===== src/rtl/mul_defs_pkg.sv =====
`default_nettype none
// ============================================================================
//  Module      : mul_defs (package)
//  Description : Shared constants and FSM state encoding for the sequential
//                shift-add multiplier and its adder.
//  Revision    : 1.0 - initial release
// ============================================================================
package mul_defs;

  // Operand width; fixed to match adder32
  localparam int WIDTH = 32;

  // Number of shift-add iterations per multiply
  localparam int ITER = 32;

  // Iteration counter width
  localparam int CNT_W = $clog2(ITER);

  // Multiplier control states
  typedef enum logic [1:0] {
    ST_IDLE = 2'd0,
    ST_BUSY = 2'd1,
    ST_DONE = 2'd2
  } mul_state_t;

  // Concatenate the adder's 33-bit sum above the shifted-down low half;
  // this is the next {acc_hi, acc_lo} for one shift-add step.
  function automatic logic [2*WIDTH-1:0] shift_step(
    input logic             carry,
    input logic [WIDTH-1:0] sum,
    input logic [WIDTH-1:0] lo
  );
    return {carry, sum, lo[WIDTH-1:1]};
  endfunction

endpackage : mul_defs
`default_nettype wire


===== src/rtl/adder32.sv =====
`default_nettype none
// ============================================================================
//  Module      : adder32
//  Description : 32-bit unsigned adder with carry in/out. Built from eight
//                4-bit carry-lookahead groups chained group to group.
//  Revision    : 1.0 - initial release
// ============================================================================
module adder32
  import mul_defs::*;
(
  input  logic [31:0] operand1,
  input  logic [31:0] operand2,
  input  logic        cin,
  output logic [31:0] result,
  output logic        cout
);

  localparam int GRP_W = 4;
  localparam int NGRP  = 32 / GRP_W;

  // Carry into each group; index NGRP is the final carry out
  logic [NGRP:0] w_gcarry;

  assign w_gcarry[0] = cin;
  assign cout        = w_gcarry[NGRP];

  for (genvar g = 0; g < NGRP; g++) begin : g_group
    logic [GRP_W-1:0] w_p;
    logic [GRP_W-1:0] w_g;
    logic [GRP_W:0]   w_c;

    assign w_p = operand1[g*GRP_W +: GRP_W] ^ operand2[g*GRP_W +: GRP_W];
    assign w_g = operand1[g*GRP_W +: GRP_W] & operand2[g*GRP_W +: GRP_W];

    // Lookahead carries inside the group, all expressed from the group carry-in
    assign w_c[0] = w_gcarry[g];
    assign w_c[1] = w_g[0] | (w_p[0] & w_c[0]);
    assign w_c[2] = w_g[1] | (w_p[1] & w_g[0]) | (w_p[1] & w_p[0] & w_c[0]);
    assign w_c[3] = w_g[2] | (w_p[2] & w_g[1]) | (w_p[2] & w_p[1] & w_g[0])
                  | (w_p[2] & w_p[1] & w_p[0] & w_c[0]);
    assign w_c[4] = w_g[3] | (w_p[3] & w_g[2]) | (w_p[3] & w_p[2] & w_g[1])
                  | (w_p[3] & w_p[2] & w_p[1] & w_g[0])
                  | (w_p[3] & w_p[2] & w_p[1] & w_p[0] & w_c[0]);

    assign result[g*GRP_W +: GRP_W] = w_p ^ w_c[GRP_W-1:0];
    assign w_gcarry[g+1]            = w_c[GRP_W];
  end

endmodule : adder32
`default_nettype wire


===== src/rtl/multiply32.sv =====
`default_nettype none
// ============================================================================
//  Module      : multiply32
//  Description : Sequential 32x32 unsigned shift-add multiplier. One partial
//                product is added per clock through a single adder32; the
//                64-bit product is published on completion and held.
//  Revision    : 1.0 - initial release
// ============================================================================
module multiply32
  import mul_defs::*;
#(
  parameter int WIDTH = mul_defs::WIDTH
) (
  input  logic               clk,
  input  logic               resetn,
  input  logic               mult_begin,
  input  logic [WIDTH-1:0]   mult_op1,
  input  logic [WIDTH-1:0]   mult_op2,
  output logic               busy,
  output logic               mult_end,
  output logic [2*WIDTH-1:0] product
);

  localparam logic [CNT_W-1:0] c_last_iter = CNT_W'(ITER - 1);

  mul_state_t       state;
  logic [WIDTH-1:0] mcand;
  logic [WIDTH-1:0] acc_hi;
  logic [WIDTH-1:0] acc_lo;
  logic [CNT_W-1:0] cnt;

  logic [WIDTH-1:0]   w_addend;
  logic [WIDTH-1:0]   w_sum;
  logic               w_carry;
  logic [2*WIDTH-1:0] w_next_acc;

  // The current multiplier LSB selects whether the multiplicand is added
  assign w_addend = acc_lo[0] ? mcand : '0;

  adder32 u_adder (
    .operand1 (acc_hi),
    .operand2 (w_addend),
    .cin      (1'b0),
    .result   (w_sum),
    .cout     (w_carry)
  );

  // Carry is kept as the new MSB so the 33-bit partial sum is never truncated
  assign w_next_acc = shift_step(w_carry, w_sum, acc_lo);

  // Control FSM, iteration counter and datapath registers
  always_ff @(posedge clk or negedge resetn) begin
    if (!resetn) begin
      state    <= ST_IDLE;
      busy     <= 1'b0;
      mult_end <= 1'b0;
      product  <= '0;
      mcand    <= '0;
      acc_hi   <= '0;
      acc_lo   <= '0;
      cnt      <= '0;
    end else begin
      case (state)
        ST_IDLE: begin
          mult_end <= 1'b0;
          if (mult_begin) begin
            mcand  <= mult_op1;
            acc_lo <= mult_op2;
            acc_hi <= '0;
            cnt    <= '0;
            busy   <= 1'b1;
            state  <= ST_BUSY;
          end
        end

        ST_BUSY: begin
          {acc_hi, acc_lo} <= w_next_acc;
          cnt              <= cnt + 1'b1;
          if (cnt == c_last_iter) begin
            // Final step: publish the fully shifted accumulator
            product  <= w_next_acc;
            busy     <= 1'b0;
            mult_end <= 1'b1;
            state    <= ST_DONE;
          end
        end

        ST_DONE: begin
          mult_end <= 1'b0;
          state    <= ST_IDLE;
        end

        default: begin
          busy     <= 1'b0;
          mult_end <= 1'b0;
          state    <= ST_IDLE;
        end
      endcase
    end
  end

endmodule : multiply32
`default_nettype wire


===== config.mk =====
export PLATFORM = sky130hd
export DESIGN_NAME = multiply32
export DESIGN_NICKNAME = d
export VERILOG_FILES = /design/src/rtl/mul_defs_pkg.sv /design/src/rtl/adder32.sv /design/src/rtl/multiply32.sv
export SDC_FILE = /design/constraint.sdc
export NUM_CORES = 1
export LEC_CHECK = 0
export CORE_ASPECT_RATIO = 1.1
export CORE_MARGIN = 8
export CORE_UTILIZATION = 49
export CTS_CLUSTER_DIAMETER = 50
export DETAILED_ROUTE_END_ITERATION = 7
export PLACE_DENSITY = 0.76
export SLEW_MARGIN = 15
export SYNTH_ARGS = -nofsm -noshare
export SYNTH_HDL_FRONTEND = slang
export SYNTH_SLANG_ARGS = --single-unit

===== constraint.sdc =====
create_clock -name clk -period 3 [get_ports clk]
set_input_delay 0.45 -clock clk [delete_from_list [all_inputs] [get_ports clk]]
set_output_delay 0.45 -clock clk [all_outputs]
set_load 0.02 [all_outputs]

==> Word level (Yosys, flattened, before mapping) <==
Index checks and enable logic that the tools add are counted.
W data, S select, Z words.
{ "totals": {"inputBits": 67, "ff_bits": 169, "out_inout_bits": 66, "word_cells": 258} }
{ "classes": {"eq_ne": 5, "bitwise": 222, "n_addsub": 1, "n_mux": 15, "reduce_logical": 7} }
{ "op_table": {"columns": ["op", "count"], "rows": [
  ["$pmux W32 S2", 2],
  ["$and A1 B1 Y1", 121],
  ["$mux W32", 3],
  ["$or A1 B1 Y1", 76],
  ["$xor A4 B4 Y4", 16],
  ["$and A4 B4 Y4", 8],
  ["$pmux W5 S2", 1],
  ["$reduce_and A2 Y1", 4],
  ["$add A5 B1 Y5 const B", 1],
  ["$eq A5 B5 Y1 const B", 1],
  ["$mux W5", 1],
  ["$mux W1", 4],
  ["$mux W2", 2],
  ["$ne A2 B2 Y1 const B", 2],
  ["$pmux W2 S2", 1],
  ["$pmux W1 S3", 1],
  ["$reduce_and A3 Y1", 1],
  ["$eq A2 B1 Y1 const B", 1],
  ["$eq A2 B2 Y1 const B", 1],
  ["$logic_not A2 Y1", 1],
  ["$reduce_bool A2 Y1", 1],
  ["$not A1 Y1", 1]
]} }

==> Logic depth before layout (Yosys ltp) <==
Gate-level depths: netlist of the first run.
{ "depth": {"word_depth": 22, "mapped_depth": 14, "ltp_nobuf": 13} }

==> Cells and area by module <==
From an unflattened synthesis of the first run, not the netlist that was laid out.
{ "unflattened": {"cells_unflattened": 654, "hier_area_um2": 8284.2} }
{ "modules_own_cells": {"columns": ["mod", "seq_area_each_um2", "area_each_um2", "n_inst", "cells_per_inst"], "rows": [
  ["multiply32", 4229.1, 6915.4, 1, 489],
  ["adder32", 0.0, 1368.8, 1, 165]
]} }

==> Least setup slack after synthesis of the first run <==
OpenSTA, ideal clock, no wires.
{ "synth_timing": {"kind": "register to register", "from": "register acc_lo[0]", "to": "register acc_hi[27]", "setup_ns": 0.121, "path_buffers": 1, "slack_ns": -0.133, "arrival_ns": 3.012, "period_less_slack_ns": 3.133, "path_stages_with_launch": 12, "t_required_ns": 2.879, "cell_sequence": "dfrtp_1 > clkbuf_1 > and2_1 > ha_1 > nand3_1 > or3_1 > nor3_2 > o311ai_1 > o311a_1 > o21bai_1 > fa_1 > a22o_1"} }
{ "synth_via": {"elab_chain_cells": 20, "word_cells_on_any_way": 92, "classes_between": "mux (2); bitwise (90)"} }
{ "synth_lines": {"columns": ["element", "line", "source"], "rows": [
  ["start: declaration", "multiply32.sv:29", "logic [WIDTH-1:0] acc_lo;"],
  ["start signal: assignment", "multiply32.sv:68", "acc_lo <= mult_op2;"],
  ["start signal: assignment", "multiply32.sv:77", "{acc_hi, acc_lo} <= w_next_acc;"],
  ["$mux W32 (*)", "multiply32.sv:38", "assign w_addend = acc_lo[0] ? mcand : '0;"],
  ["$xor A4 B4 Y4 / $and A4 B4 Y4 (equally long branches)", "adder32.sv:32, adder32.sv:33", null],
  ["$and A1 B1 Y1, on equally long branches", "adder32.sv:41, adder32.sv:42", null],
  ["$or A1 B1 Y1, or another cell as far along", "adder32.sv:41", "assign w_c[4] = w_g[3] | (w_p[3] & w_g[2]) | (w_p[3] & w_p[2] & w_g[1])"],
  ["$or A1 B1 Y1 / $and A1 B1 Y1 (equally long branches)", "adder32.sv:41, adder32.sv:42", null],
  ["$or A1 B1 Y1", "adder32.sv:42", "| (w_p[3] & w_p[2] & w_p[1] & w_g[0])"],
  ["$and A1 B1 Y1", "adder32.sv:43", "| (w_p[3] & w_p[2] & w_p[1] & w_p[0] & w_c[0]);"],
  ["$or A1 B1 Y1", "adder32.sv:43", null],
  ["[5 not listed]", null, null],
  ["$or A1 B1 Y1", "adder32.sv:43", null],
  ["$and A1 B1 Y1", "adder32.sv:43", null],
  ["$or A1 B1 Y1", "adder32.sv:43", null],
  ["$and A1 B1 Y1", "adder32.sv:43", null],
  ["$or A1 B1 Y1", "adder32.sv:43", null],
  ["$xor A4 B4 Y4 (*)", "adder32.sv:45", "assign result[g*GRP_W +: GRP_W] = w_p ^ w_c[GRP_W-1:0];"],
  ["via u_adder.result[28]", "adder32.sv:14", "output logic [31:0] result,"],
  ["$pmux W32 S2 (*)", "multiply32.sv:63", "case (state)"],
  ["end signal: assignment", "multiply32.sv:77", null],
  ["end: declaration", "multiply32.sv:28", "logic [WIDTH-1:0] acc_hi;"]
]} }
The timed path passes the listed nets; every way through them passes the cells marked *.
A chain may end at the register's enable or synchronous reset.

==> Final worst setup path of the first run <==
{ "layout_timing": {"from": "register acc_lo[0]", "to": "register product[54]"} }
{ "layout_via": {"elab_chain_cells": 17, "word_cells_on_any_way": 74, "classes_between": "mux (1); bitwise (73)"} }
{ "layout_lines": {"columns": ["element", "line", "source"], "rows": [
  ["$mux W32 (*)", "multiply32.sv:38", null],
  ["$xor A4 B4 Y4 / $and A4 B4 Y4 (equally long branches)", "adder32.sv:32, adder32.sv:33", null],
  ["$and A1 B1 Y1, on equally long branches", "adder32.sv:41, adder32.sv:42", null],
  ["$or A1 B1 Y1, or another cell as far along", "adder32.sv:41", null],
  ["$or A1 B1 Y1 / $and A1 B1 Y1 (equally long branches)", "adder32.sv:41, adder32.sv:42", null],
  ["$or A1 B1 Y1", "adder32.sv:42", null],
  ["$and A1 B1 Y1", "adder32.sv:43", null],
  ["$or A1 B1 Y1", "adder32.sv:43", null],
  ["$and A1 B1 Y1", "adder32.sv:43", null],
  ["$or A1 B1 Y1", "adder32.sv:43", null],
  ["$and A1 B1 Y1", "adder32.sv:43", null],
  ["$or A1 B1 Y1", "adder32.sv:43", null],
  ["$and A1 B1 Y1", "adder32.sv:43", null],
  ["$or A1 B1 Y1", "adder32.sv:43", null],
  ["$and A1 B1 Y1", "adder32.sv:40", "| (w_p[2] & w_p[1] & w_p[0] & w_c[0]);"],
  ["$or A1 B1 Y1", "adder32.sv:40", null],
  ["$xor A4 B4 Y4 (*)", "adder32.sv:45", null],
  ["end signal: assignment", "multiply32.sv:81", "product <= w_next_acc;"],
  ["end: declaration", "multiply32.sv:21", "output logic [2*WIDTH-1:0] product"]
]} }
Every way passes the cells marked *; elsewhere a longest branch is shown, timed or not.

==> metrics.md, run 1 <==
| Metric | Value |
|---|---|
| Worst Slack Setup Final | `-218.8 ps` |
| Fillcell total | `approximately 1300` |
| Reg2reg start | `acc_lo[0]` |
| Crit-path cells | `buf_12, buf_8, and2_4, ha_4, and3_4, nand4_1, nor3_4, o311ai_4, buf_4, buf_4, a211o_4, buf_4, or3_1, nand3_1` |
| Crit path time final | `3219 ps` |
| Dpl ws | `-233.6 ps` |
| Placed cell count | `between 1000 and 1500` |
| Row cnt | `50` |
| Worst IR drop on VDD | `0.5728 mV` |
| Worst Max-Slew Pin Slew | `roughly 780 ps` |
| FF+latch count, synth | `169` |
| Skew final | `13.59 ps` |
| Final design utilization | `66.72%` |
| GPL Wtd Cong | `0.8747` |
| # port buffers | `132` |
| TritonCTS Sinks | `169` |
| Top cells by area, synth | `dfrtp_1, nand2_1, mux2_2` |
| Post-route DRC violation count | `0` |
| Sequential cell area fraction in the yosys report | `about 50%` |
| Synth cell types | `52` |
| Area leader, netlist | `dfrtp_1` |
| Initial antenna violation count | `0` |
| PwrDens | `1080 nW/um^2` |
| Reg-to-Reg End | `product[54]` |
| Overall power | `12.22 mW` |
| Core Footprint | `16950 sq um` |
| Clk Latency, worst-skew pair | `around 440 ps` |
| First-pass DRT Iterations | `5` |
| Worst R2R Setup Slack | `-220 ps` |
| Vias per cell | `5.533` |
| Via count | `roughly 7000` |
| Area delta synth->final | `33.94%` |
| Die ar. | `roughly 22000 sq um` |
| Routed Antenna Nets | `0` |
| Antenna Cells | `0` |
| Outcome | `finished, violations left` |
| Slew HR | `48.26%` |
| Clk root buf | `clkbuf_16` |
| First-pass GRT wire length | `~36000 microns` |
| Synth Instances | `roughly 850` |
| CP Launch Type | `register` |
| Setup_tns | `-1656 ps` |
| Crit-path max FO | `7` |
| Synth warn | `0` |
| Syn avg cell area | `9.901 sq um` |
| FFs w/ async S/R, synth | `100.0%` |
| Num CTS Buffers | `17` |
| Total routed wirelength | `22260 microns` |
| Initial core utilization | `49.82%` |
| Io pins | `133` |
| Slew Limit Fails | `0` |
| Fmax | `~310 MHz` |
| Post-synth top cells | `dfrtp_1, nand2_1, o21ai_0` |
| Slowest-stage cell, CP | `dfrtp_2` |
| Worst Setup End Kind | `register` |
| R2R cell count | `14` |
| Die X | `141.2 microns` |
| Top FF cell, synth | `dfrtp_1` |
| RSZ-0062 raised after global routing | `true` |
| Largest net degree at the start of global routing | `84` |
| Worst EP arrival | `3590 ps` |
| Wire per inst | `17.70 microns` |
| Non-Filler Instances | `between 1000 and 1500` |
| Sequential cell area | `4230 sq um` |
| Post-DP HPWL | `14410 microns` |
| Cts hold-fix bufs | `0` |
| TritonCTS clock tree | `built` |
| H-tree Lvls | `4` |
| Synth Net Count | `between 900 and 1000` |
| Height of the die | `153.7 microns` |
| CTS Buffer Depth | `2` |
| Vias in the first global route | `7050` |
| Failing checks | `setup timing` |
| Share of cells above drive strength 1 | `17.19%` |
| Final setup viols | `17` |
| Synth top area share | `50.07%` |
| Most used cell, CP | `buf_4` |
| Max-cap violations | `0` |
| Gr ovfl total | `0` |
| Total track usage | `between 20 and 25%` |
| Multi-input logic area | `about 4300 sq um` |
| Worst-path clk slew | `70 ps` |
| Crit Path Category | `reg2reg` |
| Synthesized area | `8446 sq um` |
| Number of synthesized flops with an enable pin | `0` |
| Final nets | `~1100` |
| Pleak | `5.132 nW` |
| Final hold viol count | `0` |
| Drt initial violations | `between 400 and 500` |
| WP data required | `approximately 3400 ps` |
| Final worst path period share | `107.3%` |
| Slowest stage delay, CP | `about 450 ps` |
| Min-delay worst type | `in2async` |
[routing by layer]
metal	vias up	track usage [%]	routed length [microns]
li1	3294	-	-
met4	0	8.248	604
met2	207	33.03	10770
met1	3409	26.31	9626
met5	-	0	0
met3	51	4.491	1257
[critical path: cells and delay by family (launching register included)]
| family | cells | cell delay [ps] |
|---|---|---|
| simple gates | 6 | 1240 |
| buf+inv | 5 | 720 |
| compound gates | 2 | 470 |
| flops | 1 | 450 |
| fa+ha+maj | 1 | 270 |
[placed cells by master (no fill, tap or decap), drive strengths merged, types with 20 or more instances in the layout]
cell | synthesis | final
a22oi | 31 | 31
dfrtp | 169 | 169
mux2 | 38 | 38
inv | 16 | 20
a21oi | 52 | 52
ha | 34 | 34
o21ai | 72 | 72
clkdlybuf4s50 | 0 | 131
nand2 | 169 | 169
and2 | 32 | 32
nor2b | 36 | 36
buf | 2 | 57
[where the power goes]
group / total, mW / leakage [nW] / switching (mW) / internal (mW)
logic: 6.04 / 2.74 / 3.00 / 3.04
registers: 4.10 / 2.13 / 0.776 / 3.33
clock network: 2.08 / 0.255 / 0.982 / 1.10
total: 12.2 / 5.13 / 4.76 / 7.46
[how the worst max path moves through the flow]
stage | startpoint | endpoint | cells past startpoint
2_1_floorplan | acc_lo[0] | acc_hi[27] | 11
3_3_place_gp | acc_lo[0] | acc_hi[27] | 11
3_5_place_dp | acc_lo[0] | acc_hi[27] | 11
4_1_cts | acc_lo[0] | acc_hi[27] | 11
5_1_grt | acc_lo[0] | acc_hi[27] | 12
6_report | acc_lo[0] | product[54] | 14
[metrics by stage]
step	hold slack (ps)	cell area, sq um
6_report	27.00	11310
3_5_place_dp	461.3	10400
2_1_floorplan	154.4	8524
4_1_cts	52.11	11050
3_3_place_gp	456.5	10400
5_1_grt	75.31	11310
[flip-flops by register name, indices dropped and copies added, names as in the netlist]
name and cells:
acc_hi 32, mcand 32, state 2, cnt 5, busy 1, mult_end 1
acc_lo 32, product 64
[timing repair]
action | CTS | global route
hold endpoints to repair | 0 | 0
gates resized for setup | 20 | 28
pin swaps | 9 | 12
cloned | 0 | 1
endpoints found under the setup margin | 18 | 24
setup buffers | 1 | 6
[cell type report]
cell class	count	area share (%)
repair buffers	189	16.31
inverters	16	0.5309
clock inverters	14	1.029
flip-flops and latches	169	37.40
well taps	234	2.588
multi-input cells	618	38.26
clock buffers	18	3.882
[cells by family (layout without fill, tap and decap cells)]
logic type | Yosys count | count (layout) | share of synthesized area [%]
compound gates | 214 | 214 | 15.97
xor+xnor | 16 | 16 | 1.659
fa+ha+maj | 42 | 42 | 6.933
buf+inv | 66 | 237 | 2.948
flops | 169 | 169 | 50.07
mux | 39 | 39 | 5.185
simple gates | 307 | 307 | 17.23
Power figures use the tool's default switching activity.
==> run 2, diff against run 1 <==
--- a/config.mk
+++ b/config.mk
@@ -5,6 +5,7 @@
 export SDC_FILE = /design/constraint.sdc
 export NUM_CORES = 1
 export LEC_CHECK = 0
+export ABC_CLOCK_PERIOD_IN_PS = 3000
 export CORE_ASPECT_RATIO = 1.1
 export CORE_MARGIN = 8
 export CORE_UTILIZATION = 49
==> results of run 2 <==
No change in the layout: final DEF, timing and power equal those of run 1.
